### src/rtl/pacman_mover.sv
// Player sprite movement controller: proposes candidate positions to the maze checker,
// waits for its wall/win flags, then commits or rejects the step with Pac-Man turn buffering.
module pacman_mover #(
    parameter logic [7:0]  START_X       = 8'd1,
    parameter logic [6:0]  START_Y       = 7'd1,
    parameter logic [7:0]  X_MAX         = 8'd158,
    parameter logic [6:0]  Y_MAX         = 7'd118,
    parameter int unsigned CHECK_LATENCY = 2
) (
    input  logic       clk_i,
    input  logic       rst_i,
    input  logic       move_tick_i,
    input  logic [3:0] dir_req_i,
    input  logic       is_white_i,
    input  logic       win_i,
    output logic [7:0] x_probe_o,
    output logic [6:0] y_probe_o,
    output logic [7:0] x_pos_o,
    output logic [6:0] y_pos_o,
    output logic [3:0] cur_dir_o,
    output logic       step_done_o,
    output logic       moved_o,
    output logic       busy_o,
    output logic       game_won_o
);

    localparam logic [3:0] DirUp    = 4'b1000;
    localparam logic [3:0] DirDown  = 4'b0100;
    localparam logic [3:0] DirLeft  = 4'b0010;
    localparam logic [3:0] DirRight = 4'b0001;
    // Counter preload; the checker flags are sampled when the counter reaches zero.
    localparam logic [3:0] WaitInit = 4'(CHECK_LATENCY - 1);

    typedef enum logic [2:0] {
        StIdle,
        StProbeReq,
        StWaitReq,
        StProbeCur,
        StWaitCur,
        StCommit,
        StWon
    } state_e;

    state_e     state_q, state_d;
    logic [3:0] cnt_q, cnt_d;
    logic [3:0] req_q, req_d;
    logic [3:0] cur_dir_q, cur_dir_d;
    logic [7:0] x_pos_q, x_pos_d, x_probe_q, x_probe_d;
    logic [6:0] y_pos_q, y_pos_d, y_probe_q, y_probe_d;
    logic       game_won_q, game_won_d;
    logic       moved_q, moved_d;
    logic       step_done_q, busy_q;

    logic [3:0] test_dir;
    logic [3:0] req_new;
    logic [7:0] cand_x;
    logic [6:0] cand_y;
    logic       at_edge;
    logic       go_accept, go_reject;

    function automatic logic [3:0] prio_enc(input logic [3:0] d);
        if (d[3]) return DirUp;
        if (d[2]) return DirDown;
        if (d[1]) return DirLeft;
        if (d[0]) return DirRight;
        return 4'b0000;
    endfunction

    // One-pixel candidate in the direction under test, plus the map-edge clamp.
    always_comb begin
        test_dir = (state_q == StProbeReq) ? req_q : cur_dir_q;
        cand_x   = x_pos_q;
        cand_y   = y_pos_q;
        at_edge  = 1'b0;
        unique case (test_dir)
            DirUp: begin
                at_edge = (y_pos_q == 7'd0);
                cand_y  = y_pos_q - 7'd1;
            end
            DirDown: begin
                at_edge = (y_pos_q == Y_MAX);
                cand_y  = y_pos_q + 7'd1;
            end
            DirLeft: begin
                at_edge = (x_pos_q == 8'd0);
                cand_x  = x_pos_q - 8'd1;
            end
            DirRight: begin
                at_edge = (x_pos_q == X_MAX);
                cand_x  = x_pos_q + 8'd1;
            end
            default: ;
        endcase
    end

    always_comb begin
        state_d    = state_q;
        cnt_d      = cnt_q;
        req_d      = req_q;
        cur_dir_d  = cur_dir_q;
        x_pos_d    = x_pos_q;
        y_pos_d    = y_pos_q;
        x_probe_d  = x_probe_q;
        y_probe_d  = y_probe_q;
        game_won_d = game_won_q;
        moved_d    = 1'b0;
        go_accept  = 1'b0;
        go_reject  = 1'b0;
        req_new    = (dir_req_i != 4'b0000) ? prio_enc(dir_req_i) : req_q;

        unique case (state_q)
            StIdle: begin
                if (move_tick_i && !game_won_q) begin
                    req_d = req_new;
                    if (req_new != 4'b0000 && req_new != cur_dir_q) begin
                        state_d = StProbeReq;
                    end else if (cur_dir_q != 4'b0000) begin
                        state_d = StProbeCur;
                    end else begin
                        go_reject = 1'b1;
                    end
                end
            end
            StProbeReq, StProbeCur: begin
                if (at_edge) begin
                    if (state_q == StProbeCur) begin
                        cur_dir_d = 4'b0000;
                        go_reject = 1'b1;
                    end else if (cur_dir_q != 4'b0000) begin
                        state_d = StProbeCur;
                    end else begin
                        go_reject = 1'b1;
                    end
                end else begin
                    x_probe_d = cand_x;
                    y_probe_d = cand_y;
                    cnt_d     = WaitInit;
                    state_d   = (state_q == StProbeReq) ? StWaitReq : StWaitCur;
                end
            end
            StWaitReq: begin
                if (cnt_q != 4'd0) begin
                    cnt_d = cnt_q - 4'd1;
                end else if (!is_white_i) begin
                    cur_dir_d = req_q;
                    req_d     = 4'b0000;
                    go_accept = 1'b1;
                end else if (cur_dir_q != 4'b0000) begin
                    state_d = StProbeCur;
                end else begin
                    go_reject = 1'b1;
                end
            end
            StWaitCur: begin
                if (cnt_q != 4'd0) begin
                    cnt_d = cnt_q - 4'd1;
                end else if (!is_white_i) begin
                    go_accept = 1'b1;
                end else begin
                    cur_dir_d = 4'b0000;
                    go_reject = 1'b1;
                end
            end
            StCommit: state_d = game_won_q ? StWon : StIdle;
            StWon:    state_d = StWon;
            default:  state_d = StIdle;
        endcase

        // Position and win flag change on entry to COMMIT so they line up with step_done.
        if (go_accept) begin
            state_d    = StCommit;
            x_pos_d    = x_probe_q;
            y_pos_d    = y_probe_q;
            moved_d    = 1'b1;
            game_won_d = game_won_q | win_i;
        end
        if (go_reject) begin
            state_d   = StCommit;
            x_probe_d = x_pos_q;
            y_probe_d = y_pos_q;
        end
    end

    always_ff @(posedge clk_i or posedge rst_i) begin
        if (rst_i) begin
            state_q     <= StIdle;
            cnt_q       <= 4'd0;
            req_q       <= 4'b0000;
            cur_dir_q   <= 4'b0000;
            x_pos_q     <= START_X;
            y_pos_q     <= START_Y;
            x_probe_q   <= START_X;
            y_probe_q   <= START_Y;
            game_won_q  <= 1'b0;
            moved_q     <= 1'b0;
            step_done_q <= 1'b0;
            busy_q      <= 1'b0;
        end else begin
            state_q     <= state_d;
            cnt_q       <= cnt_d;
            req_q       <= req_d;
            cur_dir_q   <= cur_dir_d;
            x_pos_q     <= x_pos_d;
            y_pos_q     <= y_pos_d;
            x_probe_q   <= x_probe_d;
            y_probe_q   <= y_probe_d;
            game_won_q  <= game_won_d;
            moved_q     <= moved_d;
            step_done_q <= (state_d == StCommit);
            busy_q      <= (state_d != StIdle);
        end
    end

    assign x_probe_o   = x_probe_q;
    assign y_probe_o   = y_probe_q;
    assign x_pos_o     = x_pos_q;
    assign y_pos_o     = y_pos_q;
    assign cur_dir_o   = cur_dir_q;
    assign step_done_o = step_done_q;
    assign moved_o     = moved_q;
    assign busy_o      = busy_q;
    assign game_won_o  = game_won_q;

endmodule

### config.mk
export PLATFORM = sky130hd
export DESIGN_NAME = pacman_mover
export DESIGN_NICKNAME = d
export VERILOG_FILES = /design/src/rtl/pacman_mover.sv
export SDC_FILE = /design/constraint.sdc
export NUM_CORES = 1
export LEC_CHECK = 0
export BUFFER_PORTS_ARGS = -buffer_cell sky130_fd_sc_hd__buf_2
export CORE_ASPECT_RATIO = 1.1
export CORE_MARGIN = 2
export CORE_UTILIZATION = 53
export DETAILED_ROUTE_END_ITERATION = 6
export GPL_ROUTABILITY_DRIVEN = 1
export PLACE_DENSITY = 0.77
export SLEW_MARGIN = 20
export SYNTH_ARGS = -nofsm -noshare
export SYNTH_HDL_FRONTEND = slang
export SYNTH_SLANG_ARGS = --single-unit
### constraint.sdc
create_clock -name clk_i -period 2.9 [get_ports clk_i]
set_input_delay 0.435 -clock clk_i [delete_from_list [all_inputs] [get_ports clk_i]]
set_output_delay 0.435 -clock clk_i [all_outputs]
set_load 0.01 [all_outputs]
==> results of run 1 <==
## power groups by stage
| stage | clock network, mW | registers [mW] | logic [mW] |
|---|---|---|---|
| 2_1_floorplan | 0 | 1.36 | 1.39 |
| 3_3_place_gp | 0 | 1.30 | 1.99 |
| 3_5_place_dp | 0 | 1.31 | 2.06 |
| 4_1_cts | 0.597 | 1.30 | 2.07 |
| 5_1_grt | 0.622 | 1.36 | 2.33 |
| 6_report | 0.587 | 1.31 | 2.10 |
## synthesized netlist by cell type, types with 5 or more instances
cell type  instances  area (sq um)
a21oi_1           15         75.07
a22oi_1            5         37.54
a2bb2oi_1          5         43.79
buf_2             10         50.05
clkbuf_1           5         18.77
dfrtp_1           45          1126
ha_1              12         150.1
inv_1             18         67.56
mux2_2            14         157.7
nand2_1           20         75.07
nand3_1           21         105.1
nor2_1            21         78.83
nor3_1             7         35.03
nor3b_1            8         60.06
nor4b_1            7         61.31
o21ai_0           29         145.1
o2bb2ai_1          6         52.55
xnor2_1           12         105.1
## layer usage
layer / up-vias / share of wire / global-route usage
li1: 1478 / - / -
met1: 1520 / 0.44 / 0.3432
met2: 76 / 0.50 / 0.4341
met3: 12 / 0.039 / 0.03878
met4: 0 / 0.016 / 0.07550
met5: - / 0 / 0
## area by class of cell
cell class                 count  area, sq um
timing repair buffer          74        440.4
sequential                    49         1232
fill                         501         2167
multi-input combinational    276         2052
inverter                      18        67.56
clock inverter                 3        65.06
tap                           80        100.1
clock buffer                   5        68.82
## what timing repair did
item | 4_1_cts | 5_1_grt
gates resized for setup | 0 | 5
setup endpoints to repair | 0 | 12
setup buffers | 0 | 1
## worst max-delay path, stage by stage, from the launching register on
cell and delay (ns):
dfrtp_1 0.42, nor3b_4 0.26, buf_4 0.19, a41oi_4 0.17
ha_1 0.34, a21oi_2 0.17, o211ai_1 0.13, o41ai_2 0.32
xnor2_1 0.17, and2_1 0.14, o22ai_1 0.08, a211o_1 0.23
## per-stage QoR
| stage | TNS [ns] | area (sq um) | hold slack, ns |
|---|---|---|---|
| 2_1_floorplan | 0 | 3446 | 0.4875 |
| 3_3_place_gp | 0 | 3859 | 0.4491 |
| 3_5_place_dp | 0 | 3859 | 0.4567 |
| 4_1_cts | 0 | 3993 | 0.1186 |
| 5_1_grt | -0.003091 | 4026 | 0.1353 |
| 6_report | 0 | 4026 | 0.1018 |
## kinds of logic (layout without fill, tap and decap cells)
family | count (synthesis) | after routing | share of synthesized area
muxes | 19 | 19 | 0.06437
and+or+nand+nor | 116 | 116 | 0.1895
AOI/OAI and AO/OA | 111 | 111 | 0.2334
DFF | 49 | 49 | 0.3599
xor gates and xnor gates | 16 | 16 | 0.04096
buffers and inverters | 39 | 100 | 0.05633
adders and majority gates | 14 | 14 | 0.05560
## registers in the layout, indices dropped and copies added (netlist names)
signal,count
busy_o,1
cnt_q,4
state_q,3
cur_dir_o,4
x_pos_o,8
moved_o,1
y_pos_o,7
x_probe_o,8
y_probe_o,7
req_q,4
game_won_o,1
step_done_o,1
## path summary, 6_finish.rpt
kind,to
worst min-delay path,req_q[0]$_DFFE_PP0P_
worst min register to register,game_won_o$_DFFE_PP0P_
max in group asynchronous,y_pos_o[0]$_DFFE_PP1P_
worst max-delay path,x_probe_o[7]$_DFFE_PP0P_
worst max register to register,x_probe_o[7]$_DFFE_PP0P_
min in group clk_i,game_won_o$_DFFE_PP0P_
==> qor.txt, run 1 <==
Post-detailed-route via-to-cell ratio - 6.111
Max-cap check violation count - 0
Largest net degree at the start of global routing - 21
Initial cell density of the core - 0.5523
TritonCTS clock tree - built
Length of the first detailed-routing pass in iterations - 5
Shortest period the worst path allows - 2.735 ns
Number of top-level design ports - 47
Worst slew margin relative to its limit - 0.4883
Average footprint of a synthesized cell - 9.398 sq um
Area growth syn-to-layout - 17.70%
Worst R2R Path Depth - 11
Number of nets with antenna violations after routing - 0
Post-synthesis sequential element count - 49
Grt total ovfl - 0
Final nets - 447
Period utilization - 0.9432
Kind of end point of the critical path - register
HPWL Detailed - 6355 um
Post-synth EDFFs - 0
Register-to-register setup slack - 0.16 ns
Die boundary height - 88.26 um
Via count of the first global-routing pass - 2990
Synth Net Count - 387
Initial antenna violation count - 0
Total Power - 3.995 mW
Wirelength per Cell - 16.90 um
Fraction of layout cells with a size suffix above 1 - 0.2918
Placed Cells incl. Taps - 496
CTS max path bufs - 2
Highest clock frequency the design can meet - 0.3656 GHz
Least-Margin Pin Slew - 0.7652 ns
Detailed Route Iter0 Violations - 243
H-tree depth reported by CTS - 2
Clock network power share - 0.147
Switching power of the nets - 1.686 mW
Final setup violation count - 0
Leakage - 1.763 nW
RSZ-0062 raised after global routing - yes
Minimum setup slack in the final design - 0.1646 ns
GRT Overall Usage - 0.2565
Hold crit path type - in2async
Number of pins with negative max-slew slack in the final report - 0
Clock input transition at the sequential cells of the worst setup and hold paths - 0.10 ns
Beginning of the critical path - state_q[1]$_DFF_PP0_
Worst IR drop on VDD - 0.0006375 V
Post-synth ARST share - 1.000
Yosys warnings - 0
Diodes inserted - 0
Share of total power consumed by net switching - 0.4219
Total Wirelength - 8537 um
Number of port buffers - 46
Final hold viol count - 0
Commonest non-fill, non-tap cell in the layout - buf_2
Clock latency on the worst-skew pair - 0.31 ns
Number of DRC violations after detailed routing - 0
CTS Sinks - 49
Floorplan die area - 0.007114 sq mm
Data arrival time of the critical path - 2.94 ns
Most frequent cells in the layout - buf_2 (46), dfrtp_1 (44), o21ai_0 (28), buf_4 (28)
Final core utilization - 0.6501
Power per cell area - 992.2 mW/mm^2
Non-filler cells, final - 505
Chip width - 80.60 um
Commonest register cell after synthesis - dfrtp_1
Number of unique standard cell types used by synthesis - 69
Seq pwr share - 0.328
Global-route wire length before repair - 14360 um
Number of placement rows - 30
Post-Route Skew - 0.007693 ns
Outcome - completed
Synthesized instance count - 364
Highest fanout seen on the critical path - 6
Last weighted congestion value of the routability-driven placer - 0.9381
Seq/Total Area, Yosys - 0.3599
Vias - 3086
CTS Hold Bufs - 0
Number of buffers added by the clock tree synthesis step - 5
Required @ worst endpoint - 3.10 ns
Logic pwr share - 0.525
Cell area after technology mapping - 0.003421 sq mm
CTS root buf - clkbuf_8
Type of element launching the critical path - register
Kind of critical path - reg2reg
Internal Dissipation - 2.309 mW
Placeable core region - 0.006193 sq mm
Pre-CTS WS - 0.03365 ns
Reg-to-reg startpoint - state_q[1]$_DFF_PP0_
Note: power is estimated with default switching activity, not from simulation.
==> inputs of run 2 (changes only) <==
--- a/config.mk
+++ b/config.mk
@@ -5,13 +5,16 @@
 export SDC_FILE = /design/constraint.sdc
 export NUM_CORES = 1
 export LEC_CHECK = 0
+export ABC_AREA = 1
 export BUFFER_PORTS_ARGS = -buffer_cell sky130_fd_sc_hd__buf_2
+export CELL_PAD_IN_SITES_DETAIL_PLACEMENT = 1
+export CELL_PAD_IN_SITES_GLOBAL_PLACEMENT = 2
 export CORE_ASPECT_RATIO = 1.1
 export CORE_MARGIN = 2
-export CORE_UTILIZATION = 53
+export CORE_UTILIZATION = 29
 export DETAILED_ROUTE_END_ITERATION = 6
 export GPL_ROUTABILITY_DRIVEN = 1
-export PLACE_DENSITY = 0.77
+export PLACE_DENSITY_LB_ADDON = 0.1
 export SLEW_MARGIN = 20
 export SYNTH_ARGS = -nofsm -noshare
 export SYNTH_HDL_FRONTEND = slang
==> run 2 against run 1 <==
Effect of this change:
- hold slack lost 0.021 ns
- critical endpoint is now x_probe_o[6]$_DFFE_PP0P_
- count of clock-buffer cells in the layout grew 1
- die area grew 85%
- largest power group is now registers
- via count grew 17%
==> qor.txt, run 2 <==
Outcome - completed
Placeable core region - 0.01198 sq mm (+93%)
Register-to-register setup slack - 0.19 ns (+0.03 ns)
RSZ-0062 raised after global routing - yes
Critical path's largest stage delay - 0.43 ns (about the same)
Global-route wire length before repair - 19490 um (+36%)
Final TNS setup - 0 ns (unchanged)
Total area of multi-input combinational cells - 0.002044 sq mm (-0.37%)
Clock latency on the worst-skew pair - 0.30 ns (about the same)
Final setup violation count - 0 (unchanged)
CTS max path bufs - 2 (unchanged)
Cell with the most instances after synthesis - nand2_1
Most frequent cells in the layout - nand2_1 (172), nand3_1 (67), inv_1 (53), buf_2 (46), dfrtp_1 (44)
Type of element launching the critical path - register
Cell area after technology mapping - 0.003555 sq mm (+3.9%)
Synth cell count leaders - nand2_1 (174), nand3_1 (67), inv_1 (54)
Footprint of the flip-flops and latches - 0.001232 sq mm (unchanged)
Power per cell area - 349.0 mW/mm^2 (-65%)
CTS Sinks - 49 (unchanged)
Area share of the largest cell type after synthesis - 0.3168 (-0.01240)
CTS root buf - clkbuf_16
Post-synth ARST share - 1.000 (unchanged)
Number of buffers added by the clock tree synthesis step - 5 (unchanged)
Chip width - 109.6 um (+36%)
Diodes inserted - 0 (unchanged)
Cell breakdown of the critical path - inv_4, nand3_4, nand2_1, nand2_1, nor2_2, nand2_4, buf_4, fa_1, nand4_1, nand3_1, xor2_1, nand2_1, nand2_1, nand3_1, nand2_1, nand2_1, nand2_1
Highest clock frequency the design can meet - 0.3692 GHz (+0.98%)
Fraction of layout cells with a size suffix above 1 - 0.1947 (-0.09703)
Worst R2R Path Depth - 17 (+6)
Kind of critical path - reg2reg
Total of fill cells in the finished design - 1532 (+210%)
Seq/Total Area, Yosys - 0.3464 (-0.01356)
Number of placement rows - 42 (+40%)
Biggest area consumer among synthesized cells - dfrtp_1
Worst slew margin relative to its limit - 0.6973 (+0.2090)
Number of nets with antenna violations after routing - 0 (unchanged)
Kind of end point of the critical path - register
Initial cell density of the core - 0.2967 (-0.2556)
CP top delay family - simple AND/OR/NAND/NOR gates
Number of DRC violations after detailed routing - 0 (unchanged)
Number of top-level design ports - 47 (unchanged)
Initial antenna violation count - 0 (unchanged)
Number of port buffers - 46 (unchanged)
H-tree depth reported by CTS - 2 (unchanged)
Leakage - 2.278 nW (+29%)
HPWL Detailed - 9041 um (+42%)
Synth Net Count - 533 (+38%)
Non-filler cells, final - 724 (+43%)
Yosys warnings - 0 (unchanged)
Least-Margin Pin Slew - 0.4507 ns (-0.3145 ns)
Area growth syn-to-layout - 19.04%
Commonest register cell after synthesis - dfrtp_1
Top cell by count, worst path - nand2_1
Last weighted congestion value of the routability-driven placer - 0.8475 (-9.7%)
Area contributors post-synth - dfrtp_1 (32%), nand2_1 (18%), nand3_1 (9.4%), inv_1 (5.7%), o21ai_0 (4.5%)
Vias - 3600 (+17%)
TritonCTS clock tree - built
Shortest period the worst path allows - 2.709 ns (-0.02668 ns)
Number of unique standard cell types used by synthesis - 37 (-46%)
Clock input transition at the sequential cells of the worst setup and hold paths - 0.08 ns (-0.02 ns)
Floorplan die area - 0.01316 sq mm (+85%)
Post-synth EDFFs - 0 (unchanged)
Total Wirelength - 11810 um (+38%)
GRT Overall Usage - 0.1902 (-0.06630)
Buffers plus inverters on the worst setup path - 2 (+1)
Setup fix buffers added after clock tree synthesis - 0 (unchanged)
Required @ worst endpoint - 3.13 ns (+0.03 ns)
Number of pins with negative max-slew slack in the final report - 0 (unchanged)
Placed Cells incl. Taps - 716 (+44%)
Worst IR drop on VDD - 0.0002027 V (-68%)
Max-cap check violation count - 0 (unchanged)
Post-synthesis sequential element count - 49 (unchanged)
Period utilization - 0.9340 (-0.009199)
Wirelength per Cell - 16.31 um (-3.5%)
Via count of the first global-routing pass - 3792 (+27%)
Average footprint of a synthesized cell - 6.970 sq um (-26%)
Final nets - 592 (+32%)
Slowest cell on crit path - fa_1
Highest fanout seen on the critical path - 9 (+3)
Reg-to-reg startpoint - state_q[1]$_DFF_PP0_
Data arrival time of the critical path - 2.94 ns (about the same)
Largest net degree at the start of global routing - 23 (+9.5%)
Total Power - 1.477 mW (-63%)
Synthesized instance count - 510 (+40%)
Post-detailed-route via-to-cell ratio - 4.972 (-19%)
Hold crit path type - in2async
Commonest non-fill, non-tap cell in the layout - nand2_1
R2R Path End - x_probe_o[6]$_DFFE_PP0P_
Final core utilization - 0.3532 (-0.2969)
Post-Route Skew - 0.01072 ns (+0.003026 ns)
Grt total ovfl - 0 (unchanged)
Length of the first detailed-routing pass in iterations - 4 (-1)
Final hold viol count - 0 (unchanged)
Detailed Route Iter0 Violations - 105 (-57%)
Die boundary height - 120.1 um (+36%)
-- run 2: cell types whose count changed after synthesis, moves of 6 or more --
cell       before  now
o2bb2ai_1       6    0
nor3b_1         8    1
nand3_1        21   67
mux2_2         14    0
inv_1          18   54
a21oi_1        15    9
nand4_1         4   12
nand2_1        20  174
nor4b_1         7    0
-- run 2: repair_timing --
action | CTS | global route
gates resized for setup | 1 | 11
hold buffers | 0 | 0
setup endpoints to repair | 1 | 10
-- run 2: logic make-up after synthesis --
family / count (synthesis) / share of synthesized area
and+or+nand+nor: 299 / 0.3794
buffers and inverters: 73 / 0.09081
AOI/OAI and AO/OA: 62 / 0.09785
DFF: 49 / 0.3464
adders and majority gates: 14 / 0.05350
xor gates and xnor gates: 13 / 0.03203
-- run 2: worst register-to-register path: stages, from the launching register on --
cell and delay, ns:
dfrtp_1 0.41, inv_4 0.12, nand3_4 0.13, nand2_1 0.11, nand2_1 0.11, nor2_2 0.21, nand2_4 0.12, buf_4 0.17
fa_1 0.43, nand4_1 0.14, nand3_1 0.10, xor2_1 0.20, nand2_1 0.08, nand2_1 0.06, nand3_1 0.07, nand2_1 0.09
nand2_1 0.06, nand2_1 0.06
-- run 2: how the worst max path moves through the flow --
stage / start / depth (start not counted) / slack, ns / end
floorplan: state_q[2]$_DFF_PP0_ / 18 / 0.41 / x_probe_o[5]$_DFFE_PP0P_
global placement: state_q[0]$_DFF_PP0_ / 18 / 0.12 / y_probe_o[6]$_DFFE_PP0P_
detailed placement: state_q[0]$_DFF_PP0_ / 18 / 0.006 / y_probe_o[6]$_DFFE_PP0P_
CTS: state_q[1]$_DFF_PP0_ / 19 / 0.02 / y_probe_o[6]$_DFFE_PP0P_
global route: state_q[1]$_DFF_PP0_ / 18 / -0.002 / y_probe_o[6]$_DFFE_PP0P_
finish: state_q[1]$_DFF_PP0_ / 17 / 0.19 / x_probe_o[6]$_DFFE_PP0P_
-- run 2: stage by stage --
stage / instance area [sq um] / setup slack (ns) / hold WS (ns)
2_1_floorplan: 3555 / 0.4126 / 0.4949
3_3_place_gp: 4034 / 0.1231 / 0.4003
3_5_place_dp: 4034 / 0.006146 / 0.4027
4_1_cts: 4188 / 0.02046 / 0.08421
5_1_grt: 4232 / -0.001511 / 0.09652
6_report: 4232 / 0.1913 / 0.08061
-- run 2: routing by layer --
metal / part of all wire / routed length [um] / global-route usage
met5: 0 / 0 / 0
met4: 0.0087 / 103 / 0.03956
met3: 0.020 / 235 / 0.02716
met2: 0.51 / 5974 / 0.3310
met1: 0.47 / 5495 / 0.2479
-- run 2: cell type report --
cell class / count / area share
clock buffer: 6 / 0.03282
tap: 154 / 0.04554
inverter: 59 / 0.05411
sequential: 49 / 0.2912
clock inverter: 2 / 0.003253
multi-input combinational: 388 / 0.4831
timing repair buffer: 66 / 0.08989
-- run 2: power breakdown --
part | total (mW) | leakage, nW | internal (mW) | switching, mW
Clock | 0.619 | 0.0768 | 0.344 | 0.275
Sequential | 0.710 | 0.604 | 0.693 | 0.0170
Combinational | 0.148 | 1.60 | 0.0569 | 0.0911
Total | 1.48 | 2.28 | 1.09 | 0.383
==> inputs of run 3 (changes only) <==
--- a/config.mk
+++ b/config.mk
@@ -5,13 +5,13 @@
 export SDC_FILE = /design/constraint.sdc
 export NUM_CORES = 1
 export LEC_CHECK = 0
-export ABC_AREA = 1
+export ABC_AREA = 0
 export BUFFER_PORTS_ARGS = -buffer_cell sky130_fd_sc_hd__buf_2
 export CELL_PAD_IN_SITES_DETAIL_PLACEMENT = 1
 export CELL_PAD_IN_SITES_GLOBAL_PLACEMENT = 2
 export CORE_ASPECT_RATIO = 1.1
 export CORE_MARGIN = 2
-export CORE_UTILIZATION = 29
+export CORE_UTILIZATION = 33
 export DETAILED_ROUTE_END_ITERATION = 6
 export GPL_ROUTABILITY_DRIVEN = 1
 export PLACE_DENSITY_LB_ADDON = 0.1
==> run 3 against run 2 <==
Effect of this change:
- non-clock buffer count up 20
- total power increased to 2.7 times the previous value
- clock power decreased by 16%
- worst setup slack worse by 0.066 ns
- critical path depth down 6
- hold slack improved by 0.18 ns
- register-to-register slack got worse by 0.07 ns
- critical endpoint is now x_probe_o[7]$_DFFE_PP0P_
- largest power group is now combinational cells
- highest routed layer unchanged
==> qor.txt, run 3 (synthesized netlist as in run 1, its figures left out) <==
Post-detailed-route via-to-cell ratio - 5.544 (+11%)
Number of nets with antenna violations after routing - 0 (unchanged)
Leakage - 1.822 nW (-20%)
Post-Route Skew - 0.01049 ns (-0.0002284 ns)
CTS Sinks - 49 (unchanged)
Type of element launching the critical path - register
Worst slew margin relative to its limit - 0.4599 (-0.2374)
CP top delay family - compound AO/OA/AOI/OAI gates
Post-Place Cell Area - 0.003976 sq mm (-1.4%)
Cell breakdown of the critical path - nor3b_4, buf_4, a41oi_4, ha_1, nand3_1, o211ai_1, o41ai_2, xnor2_1, and2_1, o22ai_1, a211o_1
Worst R2R Path Depth - 11 (-6)
TritonCTS clock tree - built
Kind of end point of the critical path - register
Chip width - 101.1 um (-7.7%)
Initial cell density of the core - 0.3426 (+0.04593)
CTS root buf - clkbuf_8
H-tree depth reported by CTS - 2 (unchanged)
Worst setup path endpoint - x_probe_o[7]$_DFFE_PP0P_
Grt total ovfl - 0 (unchanged)
CTS Hold Bufs - 0 (unchanged)
Register-to-register setup slack - 0.13 ns (-0.07 ns)
Vias - 3088 (-14%)
Final hold viol count - 0 (unchanged)
Global-route wire length before repair - 16780 um (-14%)
Commonest non-fill, non-tap cell in the layout - buf_2
Worst IR drop on VDD - 0.0003576 V (+76%)
Floorplan die area - 0.01120 sq mm (-15%)
Total of fill cells in the finished design - 1174 (-23%)
Total Wirelength - 10160 um (-14%)
Number of pins with negative max-slew slack in the final report - 0 (unchanged)
Period utilization - 0.9569 (+0.02283)
Critical Path Stages - 11 (-6)
Clock latency on the worst-skew pair - 0.31 ns (about the same)
Clock input transition at the sequential cells of the worst setup and hold paths - 0.09 ns (about the same)
Length of the first detailed-routing pass in iterations - 4 (unchanged)
Buffers plus inverters on the worst setup path - 1 (-1)
GRT Overall Usage - 0.1867 (-0.003484)
Hold crit path type - in2async
Die boundary height - 110.8 um (-7.8%)
Data arrival time of the critical path - 2.98 ns (+0.04 ns)
Outcome - completed
Most frequent cells in the layout - buf_2 (46), dfrtp_1 (43), buf_4 (40), o21ai_0 (27), nor2_1 (21)
Slowest cell on crit path - dfrtp_1
Max-cap check violation count - 0 (unchanged)
Final TNS setup - 0 ns (unchanged)
Final setup violation count - 0 (unchanged)
Number of DRC violations after detailed routing - 0 (unchanged)
Number of buffers added by the clock tree synthesis step - 5 (unchanged)
Last weighted congestion value of the routability-driven placer - 0.8503 (+0.33%)
Beginning of the critical path - state_q[1]$_DFF_PP0_
CTS max path bufs - 2 (unchanged)
Area growth syn-to-layout - 22.93%
Kind of critical path - reg2reg
Power per cell area - 955.5 mW/mm^2 (+170%)
Reg-to-reg startpoint - state_q[1]$_DFF_PP0_
Number of port buffers - 46 (unchanged)
Highest clock frequency the design can meet - 0.3604 GHz (-2.4%)
Wirelength per Cell - 18.23 um (+12%)
Final nets - 459 (-22%)
Final standard cell area without fillers - 0.004205 sq mm (-0.62%)
Critical path's largest stage delay - 0.42 ns (about the same)
Via count of the first global-routing pass - 3265 (-14%)
Shortest period the worst path allows - 2.775 ns (+0.06620 ns)
Least-Margin Pin Slew - 0.8077 ns (+0.3570 ns)
RSZ-0062 raised after global routing - yes
Number of placement rows - 38 (-9.5%)
Highest fanout seen on the critical path - 6 (-3)
Required @ worst endpoint - 3.10 ns (-0.03 ns)
Placeable core region - 0.009985 sq mm (-17%)
Largest net degree at the start of global routing - 36 (+57%)
Diodes inserted - 0 (unchanged)
Initial antenna violation count - 0 (unchanged)
HPWL Detailed - 7646 um (-15%)
Number of top-level design ports - 47 (unchanged)
R2R Path End - x_probe_o[7]$_DFFE_PP0P_
Fraction of layout cells with a size suffix above 1 - 0.3249 (+0.1302)
Total Power - 4.018 mW (+170%)
Detailed Route Iter0 Violations - 59 (-44%)
==> run 3: cell count changes in the layout (fill, tap and decap cells not counted), moves of 6 or more <==
cell	before	now
nor4b_1	0	6
mux2_2	0	14
nand2_1	172	20
nand3_1	67	20
buf_4	20	40
inv_1	53	17
nand4_1	12	4
o2bb2ai_1	0	6
nand2_2	6	0
==> run 3: layout make-up <==
type	instances	area [sq um]	share of cell area
clock buffers	7	86.33	0.02053
clock inverters	1	30.03	0.007141
inverters	18	67.56	0.01607
multi-input cells	276	2107	0.5010
flip-flops and latches	49	1234	0.2934
well taps	120	150.1	0.03570
repair buffers	86	530.5	0.1262
==> run 3: routing by layer <==
layer,part of all wire,track usage,routed length [um]
met5,0,0,0
met4,0.010,0.04505,106
met3,0.018,0.02459,178
met2,0.50,0.3170,5093
met1,0.47,0.2490,4775
==> run 3: power breakdown <==
part | switching, mW | total, mW | internal, mW
Sequential | 0.341 | 1.33 | 0.987
Combinational | 1.14 | 2.17 | 1.03
Clock | 0.238 | 0.520 | 0.282
==> run 3: repair_timing <==
item | in CTS | in global routing
gates resized for setup | 1 | 16
buffers inserted | 0 | 4
setup endpoints to repair | 6 | 17
pin swaps | 0 | 3
==> run 3: worst min-delay path by stage <==
stage | start | to | cells after the start
2_1_floorplan | cnt_q[1]$_DFFE_PP0P_ | cnt_q[1]$_DFFE_PP0P_ | 2
3_3_place_gp | y_probe_o[0]$_DFFE_PP1P_ | y_pos_o[0]$_DFFE_PP1P_ | 2
3_5_place_dp | y_probe_o[0]$_DFFE_PP1P_ | y_pos_o[0]$_DFFE_PP1P_ | 2
4_1_cts | rst_i | moved_o$_DFF_PP0_ | 2
5_1_grt | rst_i | moved_o$_DFF_PP0_ | 2
6_report | rst_i | moved_o$_DFF_PP0_ | 2
==> run 3: worst reg2reg max path, cell delays in order (launching register included) <==
cell,delay [ns]
dfrtp_1,0.42
nor3b_4,0.31
buf_4,0.18
a41oi_4,0.17
ha_1,0.39
nand3_1,0.10
o211ai_1,0.15
o41ai_2,0.33
xnor2_1,0.17
and2_1,0.15
o22ai_1,0.08
a211o_1,0.23
==> run 3: stage by stage <==
| step | instances | hold WS (ns) | utilization | setup WS, ns |
|---|---|---|---|---|
| floorplan | 364 | 0.4875 | - | 0.001453 |
| global placement | 545 | 0.4856 | 0.3982 | 0.005160 |
| detailed placement | 545 | 0.5082 | 0.3982 | 0.0004985 |
| CTS | 553 | 0.2827 | 0.4103 | 0.006159 |
| global route | 557 | 0.3036 | 0.4212 | -0.1479 |
| finish | 557 | 0.2590 | 0.4212 | 0.1251 |
